--- src/rtl/launch_ctrl_pkg.sv ---
// Shared game constants: grid limits, missile slot count and FSM encodings.
package launch_ctrl_pkg;
  localparam int X_MAX     = 3;
  localparam int Y_MAX     = 2;
  localparam int NUM_SLOTS = 4;
  localparam int SLOT_W    = 2;

  typedef enum logic [1:0] {
    ST_IDLE   = 2'd0,
    ST_ALLOC  = 2'd1,
    ST_LAUNCH = 2'd2,
    ST_COOL   = 2'd3
  } state_t;
endpackage

--- src/rtl/launch_ctrl_if.sv ---
// Player/missile side signals of the launch controller.
interface launch_ctrl_if;
  import launch_ctrl_pkg::*;
  logic                 fire_n;
  logic [3:0]           cursor_x;
  logic [3:0]           cursor_y;
  logic [NUM_SLOTS-1:0] slot_done;
  logic                 reload;
  logic                 launch;
  logic [SLOT_W-1:0]    launch_slot;
  logic [3:0]           launch_x;
  logic [3:0]           launch_y;
  logic [3:0]           ammo;
  logic [NUM_SLOTS-1:0] busy;
  logic                 cooling;

  modport master (
    output fire_n, cursor_x, cursor_y, slot_done, reload,
    input  launch, launch_slot, launch_x, launch_y, ammo, busy, cooling
  );
  modport slave (
    input  fire_n, cursor_x, cursor_y, slot_done, reload,
    output launch, launch_slot, launch_x, launch_y, ammo, busy, cooling
  );
endinterface

--- src/rtl/launch_ctrl_slot_pick.sv ---
// Round-robin free-slot picker: first clear bit of busy at ptr, ptr+1, ...
module slot_pick
  import launch_ctrl_pkg::*;
(
  input  logic [NUM_SLOTS-1:0] busy,
  input  logic [SLOT_W-1:0]    ptr,
  output logic                 found,
  output logic [SLOT_W-1:0]    slot
);
  logic [SLOT_W-1:0] idx;

  // Scan farthest offset first so the nearest free slot to ptr is the last write.
  always_comb begin
    found = 1'b0;
    slot  = '0;
    idx   = '0;
    for (int i = NUM_SLOTS - 1; i >= 0; i--) begin
      idx = ptr + SLOT_W'(i);
      if (!busy[idx]) begin
        found = 1'b1;
        slot  = idx;
      end
    end
  end
endmodule

--- src/rtl/launch_ctrl.sv ---
// Missile launch controller: debounced-free fire press -> slot allocation ->
// one-cycle launch pulse -> fixed cooldown. Tracks ammo and slot occupancy.
module launch_ctrl
  import launch_ctrl_pkg::*;
#(
  parameter int COOLDOWN  = 25000000,
  parameter int AMMO_INIT = 10
) (
  input logic         clk,
  input logic         rst,
  launch_ctrl_if.slave io
);
  localparam int            CW        = (COOLDOWN > 1) ? $clog2(COOLDOWN) : 1;
  localparam logic [CW-1:0] CNT_LOAD  = CW'(COOLDOWN - 1);
  localparam logic [3:0]    AMMO_RST  = 4'(AMMO_INIT);

  state_t               state, state_nxt;
  logic                 sync1, sync2, sync3;
  logic                 press;
  logic                 accept;
  logic                 pick_found;
  logic [SLOT_W-1:0]    pick_slot;
  logic [SLOT_W-1:0]    ptr;
  logic [SLOT_W-1:0]    slot_r;
  logic [3:0]           tgt_x, tgt_y;
  logic [3:0]           lx, ly;
  logic [3:0]           ammo_r;
  logic [NUM_SLOTS-1:0] busy_r;
  logic [NUM_SLOTS-1:0] set_mask;
  logic [CW-1:0]        cnt;
  logic                 launch_c, cooling_c;

  // fire_n is asynchronous: two sync flops plus one history flop for edge detect
  always_ff @(posedge clk or negedge rst) begin
    if (!rst) begin
      sync1 <= 1'b1;
      sync2 <= 1'b1;
      sync3 <= 1'b1;
    end else begin
      sync1 <= io.fire_n;
      sync2 <= sync1;
      sync3 <= sync2;
    end
  end

  assign press  = sync3 & ~sync2;
  assign accept = press && (ammo_r != 4'd0) && (busy_r != {NUM_SLOTS{1'b1}}) &&
                  (io.cursor_x <= 4'(X_MAX)) && (io.cursor_y <= 4'(Y_MAX));

  slot_pick u_pick (
    .busy  (busy_r),
    .ptr   (ptr),
    .found (pick_found),
    .slot  (pick_slot)
  );

  // State register
  always_ff @(posedge clk or negedge rst) begin
    if (!rst) state <= ST_IDLE;
    else      state <= state_nxt;
  end

  // Next-state and decoded outputs; presses outside IDLE are simply not looked at
  always_comb begin
    state_nxt = state;
    launch_c  = 1'b0;
    cooling_c = 1'b0;
    case (state)
      ST_IDLE:   if (accept) state_nxt = ST_ALLOC;
      ST_ALLOC:  state_nxt = pick_found ? ST_LAUNCH : ST_IDLE;
      ST_LAUNCH: begin
        launch_c  = 1'b1;
        state_nxt = ST_COOL;
      end
      ST_COOL: begin
        cooling_c = 1'b1;
        if (cnt == '0) state_nxt = ST_IDLE;
      end
      default:   state_nxt = ST_IDLE;
    endcase
  end

  // Target capture: cursor on accept, published slot/coords only when a slot is won
  always_ff @(posedge clk or negedge rst) begin
    if (!rst) begin
      tgt_x  <= '0;
      tgt_y  <= '0;
      slot_r <= '0;
      lx     <= '0;
      ly     <= '0;
    end else begin
      if (state == ST_IDLE && accept) begin
        tgt_x <= io.cursor_x;
        tgt_y <= io.cursor_y;
      end
      if (state == ST_ALLOC && pick_found) begin
        slot_r <= pick_slot;
        lx     <= tgt_x;
        ly     <= tgt_y;
      end
    end
  end

  assign set_mask = launch_c ? (NUM_SLOTS'(1) << slot_r) : '0;

  // Occupancy: slot_done clears in any state; the launch set takes priority
  always_ff @(posedge clk or negedge rst) begin
    if (!rst) busy_r <= '0;
    else      busy_r <= (busy_r & ~io.slot_done) | set_mask;
  end

  // Ammo: reload beats the launch decrement; never goes below zero
  always_ff @(posedge clk or negedge rst) begin
    if (!rst)                            ammo_r <= AMMO_RST;
    else if (io.reload)                  ammo_r <= AMMO_RST;
    else if (launch_c && ammo_r != 4'd0) ammo_r <= ammo_r - 4'd1;
  end

  // Round-robin pointer and cooldown counter, both armed on LAUNCH exit
  always_ff @(posedge clk or negedge rst) begin
    if (!rst) begin
      ptr <= '0;
      cnt <= '0;
    end else if (launch_c) begin
      ptr <= slot_r + SLOT_W'(1);
      cnt <= CNT_LOAD;
    end else if (state == ST_COOL && cnt != '0) begin
      cnt <= cnt - CW'(1);
    end
  end

  assign io.launch      = launch_c;
  assign io.cooling     = cooling_c;
  assign io.launch_slot = slot_r;
  assign io.launch_x    = lx;
  assign io.launch_y    = ly;
  assign io.ammo        = ammo_r;
  assign io.busy        = busy_r;
endmodule
--- src/flat_wrapper.sv ---
// flat-port wrapper written by rule: the top's interface ports become plain ports
module launch_ctrl_flat import launch_ctrl_pkg::*;
#(
  parameter int COOLDOWN  = 25000000,
  parameter int AMMO_INIT = 10
)
  (clk, rst, io_fire_n, io_cursor_x, io_cursor_y, io_slot_done, io_reload, io_launch, io_launch_slot, io_launch_x, io_launch_y, io_ammo, io_busy, io_cooling);
  launch_ctrl_if io_i ();
  input logic clk;
  input logic rst;
  input wire logic [$bits(io_i.fire_n)-1:0] io_fire_n;
  input wire logic [$bits(io_i.cursor_x)-1:0] io_cursor_x;
  input wire logic [$bits(io_i.cursor_y)-1:0] io_cursor_y;
  input wire logic [$bits(io_i.slot_done)-1:0] io_slot_done;
  input wire logic [$bits(io_i.reload)-1:0] io_reload;
  output wire logic [$bits(io_i.launch)-1:0] io_launch;
  output wire logic [$bits(io_i.launch_slot)-1:0] io_launch_slot;
  output wire logic [$bits(io_i.launch_x)-1:0] io_launch_x;
  output wire logic [$bits(io_i.launch_y)-1:0] io_launch_y;
  output wire logic [$bits(io_i.ammo)-1:0] io_ammo;
  output wire logic [$bits(io_i.busy)-1:0] io_busy;
  output wire logic [$bits(io_i.cooling)-1:0] io_cooling;
  assign io_i.fire_n = io_fire_n;
  assign io_i.cursor_x = io_cursor_x;
  assign io_i.cursor_y = io_cursor_y;
  assign io_i.slot_done = io_slot_done;
  assign io_i.reload = io_reload;
  assign io_launch = io_i.launch;
  assign io_launch_slot = io_i.launch_slot;
  assign io_launch_x = io_i.launch_x;
  assign io_launch_y = io_i.launch_y;
  assign io_ammo = io_i.ammo;
  assign io_busy = io_i.busy;
  assign io_cooling = io_i.cooling;
  launch_ctrl #(.COOLDOWN(COOLDOWN), .AMMO_INIT(AMMO_INIT)) u_core (.clk(clk), .rst(rst), .io(io_i));
endmodule
--- config.mk ---
export PLATFORM = sky130hd
export DESIGN_NAME = launch_ctrl_flat
export DESIGN_NICKNAME = d
export VERILOG_FILES = /design/src/rtl/launch_ctrl_pkg.sv /design/src/rtl/launch_ctrl_if.sv /design/src/rtl/launch_ctrl_slot_pick.sv /design/src/rtl/launch_ctrl.sv /design/src/flat_wrapper.sv
export SDC_FILE = /design/constraint.sdc
export NUM_CORES = 1
export LEC_CHECK = 0
export BUFFER_PORTS_ARGS = -buffer_cell sky130_fd_sc_hd__buf_2
export CAP_MARGIN = 20
export CELL_PAD_IN_SITES_DETAIL_PLACEMENT = 0
export CELL_PAD_IN_SITES_GLOBAL_PLACEMENT = 1
export CORE_ASPECT_RATIO = 0.6
export CORE_MARGIN = 8
export CORE_UTILIZATION = 40
export CTS_CLUSTER_DIAMETER = 120
export DETAILED_ROUTE_END_ITERATION = 10
export GPL_ROUTABILITY_DRIVEN = 0
export PLACE_DENSITY_LB_ADDON = 0.1
export SETUP_SLACK_MARGIN = 0.4
export SLEW_MARGIN = 0
export SYNTH_ARGS = -nofsm -noshare
export SYNTH_HDL_FRONTEND = slang
export SYNTH_SLANG_ARGS = --single-unit
--- constraint.sdc ---
create_clock -name clk -period 2.9 [get_ports clk]
set_input_delay 0.435 -clock clk [delete_from_list [all_inputs] [get_ports clk]]
set_output_delay 0.435 -clock clk [all_outputs]
set_load 0.005 [all_outputs]
==> results of run 1 <==
critical path: cells and delay by family, from the launching register on:
family / cells / cell delay (ps)
and+or+nand+nor: 3 / 1150
DFF: 1 / 540
muxes: 1 / 380
AOI/OAI and AO/OA: 1 / 130
state kept, by name (all words and copies together), names as in the netlist, named ones only:
register	count
u_core.state	1
u_core.io.launch_x	4
u_core.sync2	1
u_core.cnt	25
u_core.tgt_y	4
u_core.io.busy	4
u_core.io.launch_slot	2
u_core.io.launch_y	4
u_core.io.ammo	4
u_core.sync3	1
u_core.ptr	2
u_core.sync1	1
u_core.tgt_x	4
through the flow:
| step | instance area, µm² | cells | power (mW) | utilization |
|---|---|---|---|---|
| 5_1_grt | 3550 | 437 | 3.47 | 0.490 |
| 3_5_place_dp | 3260 | 421 | 2.24 | 0.451 |
| 6_report | 3550 | 437 | 3.23 | 0.490 |
| 3_3_place_gp | 3260 | 421 | 2.24 | 0.451 |
| 4_1_cts | 3550 | 437 | 3.26 | 0.490 |
| 2_1_floorplan | 2990 | 288 | 1.90 | - |
power groups by stage:
stage                     clock network (mW)  registers, mW  logic [mW]
final                                  0.996           1.25       0.977
after global routing                    1.06           1.30        1.11
after CTS                               1.03           1.25       0.985
after detailed placement                   0           1.26       0.980
after global placement                     0           1.26       0.983
after floorplan                            0           1.16       0.731
placed cells by master, fill, tap and decap left out, drive strengths merged, types with 3 or more instances in the layout:
| cell type | netlist | final |
|---|---|---|
| nand3 | 6 | 6 |
| o211ai | 4 | 4 |
| nor4 | 14 | 14 |
| buf | 9 | 41 |
| clkinv | 1 | 3 |
| xor2 | 6 | 6 |
| mux2 | 12 | 12 |
| dfrtp | 53 | 53 |
| o31ai | 6 | 6 |
| nor2 | 15 | 15 |
| or3 | 5 | 5 |
| inv | 14 | 14 |
| ha | 7 | 7 |
| nor3 | 4 | 4 |
| clkbuf | 3 | 14 |
| o21ai | 22 | 22 |
| a211oi | 4 | 4 |
| nor2b | 4 | 4 |
| or4 | 4 | 4 |
| dfstp | 5 | 5 |
| nand4 | 6 | 6 |
| a211o | 4 | 4 |
| a21oi | 10 | 10 |
| or2 | 4 | 4 |
| nand2 | 33 | 33 |
cell type report:
cell class / count / area [µm²] / area share
inverters: 15 / 56.3 / 0.0159
multi-input cells: 203 / 1400 / 0.394
flip-flops and latches: 58 / 1460 / 0.411
repair buffers: 41 / 220 / 0.0621
well taps: 104 / 130 / 0.0367
clock inverters: 2 / 10.0 / 0.00282
clock buffers: 14 / 274 / 0.0772
synth_stat cells, types with 3 or more instances:
| cell | count | area share |
|---|---|---|
| dfrtp_1 | 53 | 0.44 |
| nand2_1 | 33 | 0.041 |
| o21ai_0 | 18 | 0.030 |
| nor2_1 | 14 | 0.018 |
| inv_1 | 13 | 0.016 |
| mux2_2 | 12 | 0.045 |
| nor4_1 | 12 | 0.025 |
| a21oi_1 | 10 | 0.017 |
| buf_2 | 8 | 0.013 |
| ha_1 | 7 | 0.029 |
| o31ai_1 | 6 | 0.015 |
| xor2_1 | 6 | 0.018 |
| dfstp_2 | 5 | 0.044 |
| nand3_1 | 5 | 0.0084 |
| nand4_1 | 5 | 0.010 |
| a211o_1 | 4 | 0.012 |
| nor2b_1 | 4 | 0.0084 |
| o211ai_1 | 4 | 0.010 |
| or3_1 | 4 | 0.0084 |
| or4_1 | 4 | 0.010 |
| a211oi_1 | 3 | 0.0075 |
| nor3_1 | 3 | 0.0050 |
| or2_2 | 3 | 0.0063 |
metal layers:
layer	wire length (µm)	GRT usage	up-vias
met2	2590	0.173	60
met3	402	0.0491	11
li1	-	-	1144
met4	102	0.0602	0
met5	0	0	-
met1	4060	0.229	1103
worst paths after layout:
kind / startpoint / depth (start not counted) / end
min in group asynchronous: rst / 2 / u_core.io.ammo[0]
setup reg to reg: u_core.state[0] / 5 / u_core.tgt_x[0]
hold reg to reg: u_core.sync1 / 0 / u_core.sync2
max in group asynchronous: rst / 2 / u_core.cnt[4]
setup / recovery: u_core.state[0] / 5 / u_core.tgt_x[0]
hold / removal: io_fire_n / 1 / u_core.sync1
cells by family (layout without fill, tap and decap cells):
group                      count (synthesis)  in the layout  share of synthesized area
AOI/OAI and AO/OA                         71             71                      0.169
muxes                                     13             13                     0.0486
and+or+nand+nor                          104            104                      0.198
DFF                                       58             58                      0.488
xor gates and xnor gates                   8              8                     0.0235
buffers and inverters                     27             72                     0.0432
adders and majority gates                  7              7                     0.0293
==> impl_results.md, run 1 <==
- Area Overhead vs Synth: 18.8%
- Critical Path RT: 3110 ps
- Num ports: 36
- Slowest stage delay, CP: 600 ps
- Clock root cell: clkbuf_16
- Die footprint: 10600 µm²
- Final HPWL DP: 5160 µm
- Ys Warns: 0
- R2r setup slk: 580 ps
- Slew Limit Fails: 0
- Yosys cell types: 64
- Pleak: 1.57 nW
- Vias per cell: 5.30
- Worst setup path category: flop to flop
- Final Hold Fails: 0
- Setup bufs post-CTS: 0
- Initial core utilization: 0.413
- Nets: 351
- # port buffers: 35
- Critical Path Sink Type: flop
- Seq/Total Area, Yosys: 0.488
- Clock Sink Count: 58
- Via Count: 2318
- Mapped Avg Cell Area: 10.4 µm²
- Endpoints failing setup: 0
- DRC: 0
- First-pass GRT wire length: 12300 µm
- Die H: 82.9 µm
- Main synth FF type: dfrtp_1
- CTS tree: done
- Synth Net Count: 311
- N_diodes: 0
- Crit-path cells: or4_1 -> a21oi_1 -> nand4_1 -> nor3_4 -> mux2_2
- CP Data Arrival Time: 2520 ps
- Net Switching: 1.19 mW
- Total grt overflow: 0
- Startpoint types: flop
- Vias in the first global route: 2302
- Initial antenna violation count: 0
- Logic pwr share: 0.303
- Setup WS pre-CTS: 605 ps
- Placeable core area: 7240 µm²
- Power Density: 910 nW/µm²
- Final setup TNS: 0 ps
- Setup slack after layout: 585 ps
- Switching share of power: 0.370
- CP Max Fanout: 13
- Row cnt: 24
- Worst slew pin tran: 738 ps
- Share of layout cells above drive strength 1: 0.270
- MaxCap Viol Count: 0
- Ratio of final minimum period to clock period: 0.798
- Int Power: 2.03 mW
- Cells after synthesis: 288
- Number of fill cells in the layout: 655
- Clock latency on the worst-skew pair: 330 ps
- Max clock buf depth: 2
- DR WL/cell: 16.4 µm
- Hold Path Class: input port to flop
- Peak Freq: 0.432 GHz
- Outcome: complete, no violations
- Total GRT Usage: 0.147
- Ys async rst share: 1.00
- Cts repair resizes: 0
- Tmin final: 2320 ps
- Antenna-violating nets left: 0
- Die Width: 128 µm
- RSZ-0062 raised after global routing: false
- CTS H-tree lvls: 3
- Number of buffers created by CTS: 9
- Total Wirelength: 7150 µm
- Starting DRT DRC Count: 159
- Clk_skew: 6.01 ps
- Clk pwr share: 0.309
- Pin count of the biggest net entering global routing: 59
- Yosys reg bits: 58
- Hold slack: 209 ps
- EDFF count, synth: 0
- Slowest cell on crit path: or4_1
- Clock transition at the registers of the reported paths: 50 ps
- Drt first pass iters: 4
- Max-slew headroom: 0.508
- Max VDD drop: 0.369 mV
- Mapped cell area: 2990 µm²
- Reg power frac: 0.388
- CTS Hold Bufs: 0
(Power assumes the default switching activity.)
==> inputs of run 2 (changes only) <==
- clock period: 2.9 -> 2.4 ns (I/O delays scaled with it)
==> impl_results.md, run 2 (synthesis gave the netlist of run 1 again) <==
- Outcome: complete, no violations (unchanged)
- Critical Path RT: 2610 ps (was 3110 ps)
- Antenna-violating nets left: 0 (unchanged)
- Worst setup path category: flop to flop (unchanged)
- Die H: 82.9 µm (unchanged)
- Initial antenna violation count: 0 (unchanged)
- DRC: 0 (unchanged)
- Top Family by Delay on Critical Path: simple AND/OR/NAND/NOR gates (unchanged)
- Worst Hold Launch: io_fire_n (unchanged)
- DR WL/cell: 17.6 µm (was 16.4 µm)
- Most common cell after layout, fill and taps aside: dfrtp_1 (unchanged)
- Hold Path Class: input port to flop (unchanged)
- Die footprint: 10600 µm² (unchanged)
- Final Util: 0.532 (was 0.490)
- Area Overhead vs Synth: 29.0% (was 18.8%)
- Total GRT Usage: 0.160 (was 0.147)
- Slowest stage delay, CP: 610 ps (was 600 ps)
- Clock root cell: clkbuf_16 (unchanged)
- RSZ-0062 raised after global routing: true (was false)
- CTS tree: done (unchanged)
- Tmin final: 1950 ps (was 2320 ps)
- Initial core utilization: 0.413 (unchanged)
- Row cnt: 24 (unchanged)
- Placed cell area: 3380 µm² (was 3260 µm²)
- Die Width: 128 µm (unchanged)
- Crit-path cells: or4_4 -> nor2_4 -> o21ai_4 -> o311a_1 -> a211o_1 (was or4_1 -> a21oi_1 -> nand4_1 -> nor3_4 -> mux2_2)
- Vias in the first global route: 2472 (was 2302)
- Peak Freq: 0.512 GHz (was 0.432 GHz)
- Startpoint types: flop (unchanged)
- Crit path buffers/inverters: 0 (unchanged)
- CP Data Arrival Time: 2160 ps (was 2520 ps)
- Hold slack: 131 ps (was 209 ps)
- Clock latency on the worst-skew pair: 330 ps (about the same)
- Final setup TNS: 0 ps (unchanged)
- Setup WS pre-CTS: 273 ps (was 605 ps)
- Max VDD drop: 0.455 mV (was 0.369 mV)
- # port buffers: 35 (unchanged)
- Design area: 3850 µm² (was 3550 µm²)
- Setup slack after layout: 445 ps (was 585 ps)
- Clock Sink Count: 58 (unchanged)
- CP Max Fanout: 6 (was 13)
- Sink of the worst hold path: u_core.sync1 (unchanged)
- Max clock buf depth: 2 (unchanged)
- Total Wirelength: 8170 µm (was 7150 µm)
- Slew Limit Fails: 0 (unchanged)
- Pin count of the biggest net entering global routing: 28 (was 59)
- N_diodes: 0 (unchanged)
- Final Hold Fails: 0 (unchanged)
- Worst slew pin tran: 531 ps (was 738 ps)
- Clk_skew: 5.28 ps (was 6.01 ps)
- Critical Path Sink Type: flop (unchanged)
- Share of layout cells above drive strength 1: 0.356 (was 0.270)
- Hold Crit Depth: 1 (unchanged)
- MaxCap Viol Count: 0 (unchanged)
- CTS H-tree lvls: 3 (unchanged)
- Endpoints failing setup: 0 (unchanged)
- Total grt overflow: 0 (unchanged)
- R2r setup slk: 450 ps (was 580 ps)
- Starting DRT DRC Count: 212 (was 159)
- Power Density: 1070 nW/µm² (was 910 nW/µm²)
- Drt first pass iters: 4 (unchanged)
- Ratio of final minimum period to clock period: 0.814 (was 0.798)
- Number of fill cells in the layout: 649 (was 655)
- Max reg flops: 25 (unchanged)
- Vias per cell: 5.41 (was 5.30)
- R2r endpoint: u_core.cnt[15] (was u_core.tgt_x[0])
- Clock transition at the registers of the reported paths: 50 ps (about the same)
- Reg2Reg Depth: 5 (unchanged)
- Placeable core area: 7240 µm² (unchanged)
- Nets: 378 (was 351)
- Number of buffers created by CTS: 9 (unchanged)
- CP Launch Point: u_core.cnt[4] (was u_core.state[0])
- Pleak: 1.71 nW (was 1.57 nW)
- Most frequent cells in the layout: dfrtp_1 (50), buf_2 (36), nand2_1 (33) (was dfrtp_1 (53), buf_2 (35), nand2_1 (33))
- R2R Path Start: u_core.cnt[4] (was u_core.state[0])
- Biggest register: u_core.cnt (unchanged)
- Final HPWL DP: 5590 µm (was 5160 µm)
- Via Count: 2511 (was 2318)
- Slowest cell on crit path: or4_4 (was or4_1)
- First-pass GRT wire length: 13300 µm (was 12300 µm)
- Max-slew headroom: 0.643 (was 0.508)
- Num ports: 36 (unchanged)
run 2: layout make-up:
type	count	area (µm²)	area share
Clock buffer	14	274	0.0712
Multi-Input combinational cell	203	1470	0.382
Clock inverter	2	10.0	0.00260
Sequential cell	58	1460	0.380
Timing Repair Buffer	68	447	0.116
Inverter	15	58.8	0.0153
Tap cell	104	130	0.0338
run 2: worst max-delay path by stage:
stage,to,slack [ps],cells after the start
after global routing,u_core.cnt[23],340,5
after floorplan,u_core.cnt[17],460,6
final,u_core.cnt[15],450,5
after global placement,u_core.tgt_x[0],340,6
after CTS,io_launch,410,6
after detailed placement,u_core.tgt_x[0],270,6
run 2: what timing repair did:
action / 4_1_cts / 5_1_grt
buffers inserted: 2 / 9
endpoints found under the hold margin: 11 / 0
pin swaps: 3 / 12
hold buffers: 1 / 0
gates resized for setup: 3 / 18
setup endpoints to repair: 10 / 21
run 2: metal layers:
metal  global-route usage  vias up  part of all wire
met5                    0        -                 0
met4               0.0612        0            0.0086
met3               0.0542        6             0.071
met2                0.194       85              0.38
met1                0.244     1225              0.54
li1                     -     1195                 -
run 2: metrics by stage:
stage	power [mW]	instances
after floorplan	2.29	288
after detailed placement	2.81	436
final	4.12	464
after global routing	4.39	464
after CTS	4.05	455
after global placement	2.80	436
run 2: report_power, final:
group          leakage (nW)  switching, mW  internal [mW]  total, mW
Clock                 0.143          0.434          0.779       1.21
Combinational         0.868          0.828          0.587       1.41
Sequential            0.701          0.276           1.21       1.49
==> inputs of run 3 (changes only) <==
- clock period: 2.4 -> 2 ns (I/O delays scaled with it)
==> impl_results.md, run 3 (synthesis gave the netlist of run 1 again) <==
- MaxCap Viol Count: 0 (unchanged)
- Setup slack after layout: -38.1 ps (was 445 ps)
- Non-filler instance count after layout: 506 (was 464)
- Share of layout cells above drive strength 1: 0.532 (was 0.356)
- Endpoints failing setup: 3 (was 0)
- Crit path buffers/inverters: 1 (was 0)
- Ratio of final minimum period to clock period: 1.02 (was 0.814)
- Tmin final: 2040 ps (was 1950 ps)
- Hold Crit Depth: 1 (unchanged)
- Hold Path Class: input port to flop (unchanged)
- Worst slew pin tran: 525 ps (was 531 ps)
- Clock latency on the worst-skew pair: 330 ps (about the same)
- Placed cell area: 3560 µm² (was 3380 µm²)
- Critical Path Sink Type: flop (unchanged)
- Global route hottest layer: met1 (unchanged)
- Reg2Reg Depth: 6 (was 5)
- Clk_skew: 5.23 ps (was 5.28 ps)
- DR WL/cell: 17.8 µm (was 17.6 µm)
- Number of buffers created by CTS: 9 (unchanged)
- Peak Freq: 0.491 GHz (was 0.512 GHz)
- Die Width: 128 µm (unchanged)
- Via Count: 2738 (was 2511)
- Vias in the first global route: 2681 (was 2472)
- Slowest stage delay, CP: 450 ps (was 610 ps)
- First-pass GRT wire length: 14300 µm (was 13300 µm)
- Area of the multi-input gates: 1810 µm² (was 1470 µm²)
- Slowest cell on crit path: dfrtp_1 (was or4_4)
- Most common cell after layout, fill and taps aside: buf_4 (was dfrtp_1)
- CTS tree: done (unchanged)
- Placed Instances: 449 (was 436)
- RSZ-0062 raised after global routing: true (unchanged)
- Max clock buf depth: 2 (unchanged)
- Number of fill cells in the layout: 567 (was 649)
- Antenna-violating nets left: 0 (unchanged)
- Pleak: 2.02 nW (was 1.71 nW)
- Most frequent cells in the layout: buf_4 (51), dfrtp_1 (50), buf_2 (34) (was dfrtp_1 (50), buf_2 (36), nand2_1 (33))
- Setup WS pre-CTS: -33.6 ps (was 273 ps)
- CP Max Fanout: 6 (unchanged)
- Met2 Use GR: 0.232 (was 0.194)
- Final Hold Fails: 0 (unchanged)
- DRC: 0 (unchanged)
- Num ports: 36 (unchanged)
- Max VDD drop: 0.954 mV (was 0.455 mV)
- Outcome: finished with violations (was complete, no violations)
- Top Family by Delay on Critical Path: simple AND/OR/NAND/NOR gates (unchanged)
- Clock Sink Count: 58 (unchanged)
- Total GRT Usage: 0.172 (was 0.160)
- Worst setup path category: flop to flop (unchanged)
- Clock root cell: clkbuf_16 (unchanged)
- R2r endpoint: u_core.cnt[17] (was u_core.cnt[15])
- CTS H-tree lvls: 3 (unchanged)
- Nets: 420 (was 378)
- Sequential Area: 1460 µm² (unchanged)
- Crit-path cells: nor2_1 -> nand4_1 -> buf_6 -> o2111ai_4 -> nor4_1 -> a211o_1 (was or4_4 -> nor2_4 -> o21ai_4 -> o311a_1 -> a211o_1)
- Hold slack: 68.9 ps (was 131 ps)
- CP Data Arrival Time: 2250 ps (was 2160 ps)
- Design area: 4630 µm² (was 3850 µm²)
- Worst Hold Launch: io_fire_n (unchanged)
- Starting DRT DRC Count: 133 (was 212)
- N_diodes: 0 (unchanged)
- Total Wirelength: 8990 µm (was 8170 µm)
- Die H: 82.9 µm (unchanged)
- Placeable core area: 7240 µm² (unchanged)
- Power Density: 1290 nW/µm² (was 1070 nW/µm²)
- Final setup TNS: -73.7 ps (was 0 ps)
- R2R Path Start: u_core.cnt[8] (was u_core.cnt[4])
- Max reg flops: 25 (unchanged)
- Final HPWL DP: 5770 µm (was 5590 µm)
- Initial antenna violation count: 0 (unchanged)
- Die footprint: 10600 µm² (unchanged)
- Violated checks: setup timing
- Row cnt: 24 (unchanged)
- Drt first pass iters: 5 (was 4)
- Biggest register: u_core.cnt (unchanged)
- Slew Limit Fails: 0 (unchanged)
- # port buffers: 35 (unchanged)
- Clock transition at the registers of the reported paths: 50 ps (about the same)
- Pin count of the biggest net entering global routing: 39 (was 28)
- Max-slew headroom: 0.650 (was 0.643)
- R2r setup slk: -40 ps (was 450 ps)
- Critical Path RT: 2210 ps (was 2610 ps)
- Vias per cell: 5.41 (about the same)
- Initial core utilization: 0.413 (unchanged)
- Area Overhead vs Synth: 55.2% (was 29.0%)
- Total grt overflow: 0 (unchanged)
- Startpoint types: flop (unchanged)
- GR Layer Usage met1: 0.252 (was 0.244)
- Sink of the worst hold path: u_core.sync1 (unchanged)
- GRT met3 Usage: 0.0446 (was 0.0542)
-- run 3: cell count changes in the layout (fill, tap and decap cells not counted), moves of 4 or more --
cell     before  now
inv_2         0    5
nor4_1       10    3
nand2_1      33   28
buf_6         3   18
o21ai_2       0    5
buf_8         0    4
nor4_4        0    5
inv_1        13    8
o21ai_0      17    9
buf_4        27   51
-- run 3: layout make-up --
cell class / instances / share of cell area
well taps: 104 / 0.0281
flip-flops and latches: 58 / 0.315
multi-input cells: 204 / 0.390
clock inverters: 7 / 0.0203
clock buffers: 9 / 0.0486
repair buffers: 109 / 0.183
inverters: 15 / 0.0149
-- run 3: worst reg2reg max path, stage by stage (launching register included) --
cell	delay, ps
dfrtp_1	450
nor2_1	420
nand4_1	290
buf_6	230
o2111ai_4	200
nor4_1	70
a211o_1	270
-- run 3: report_power, final --
group | internal (mW) | total [mW] | leakage, nW | switching, mW
Clock | 1.09 | 1.63 | 0.151 | 0.548
Combinational | 1.21 | 2.59 | 1.17 | 1.38
Sequential | 1.45 | 1.75 | 0.700 | 0.296
-- run 3: what timing repair did --
| action | in CTS | in global routing |
|---|---|---|
| pin swaps | 34 | 33 |
| buffers inserted | 24 | 14 |
| hold endpoints to repair | 17 | 0 |
| setup endpoints to repair | 49 | 50 |
| hold buffers | 1 | 0 |
| resized for setup | 58 | 52 |
| gates cloned | 2 | 0 |
-- run 3: how the worst max path moves through the flow --
stage                                from              end  cells after the start
final                       u_core.cnt[8]   u_core.cnt[17]                      6
after global routing        u_core.cnt[8]   u_core.cnt[17]                      6
after CTS                    u_core.sync2  u_core.tgt_y[1]                      6
after detailed placement    u_core.cnt[5]   u_core.cnt[21]                      6
after global placement      u_core.cnt[3]   u_core.cnt[21]                      6
after floorplan           u_core.state[0]  u_core.tgt_x[0]                      5
-- run 3: metrics by stage --
step / utilization / total power [mW]
floorplan: - / 2.82
global placement: 0.492 / 3.55
detailed placement: 0.492 / 3.56
CTS: 0.595 / 5.66
global route: 0.640 / 6.34
finish: 0.640 / 5.97
-- run 3: layer usage --
metal / vias up / share of wire
li1: 1301 / -
met3: 7 / 0.057
met4: 0 / 0.0058
met1: 1365 / 0.51
met2: 65 / 0.43
met5: - / 0
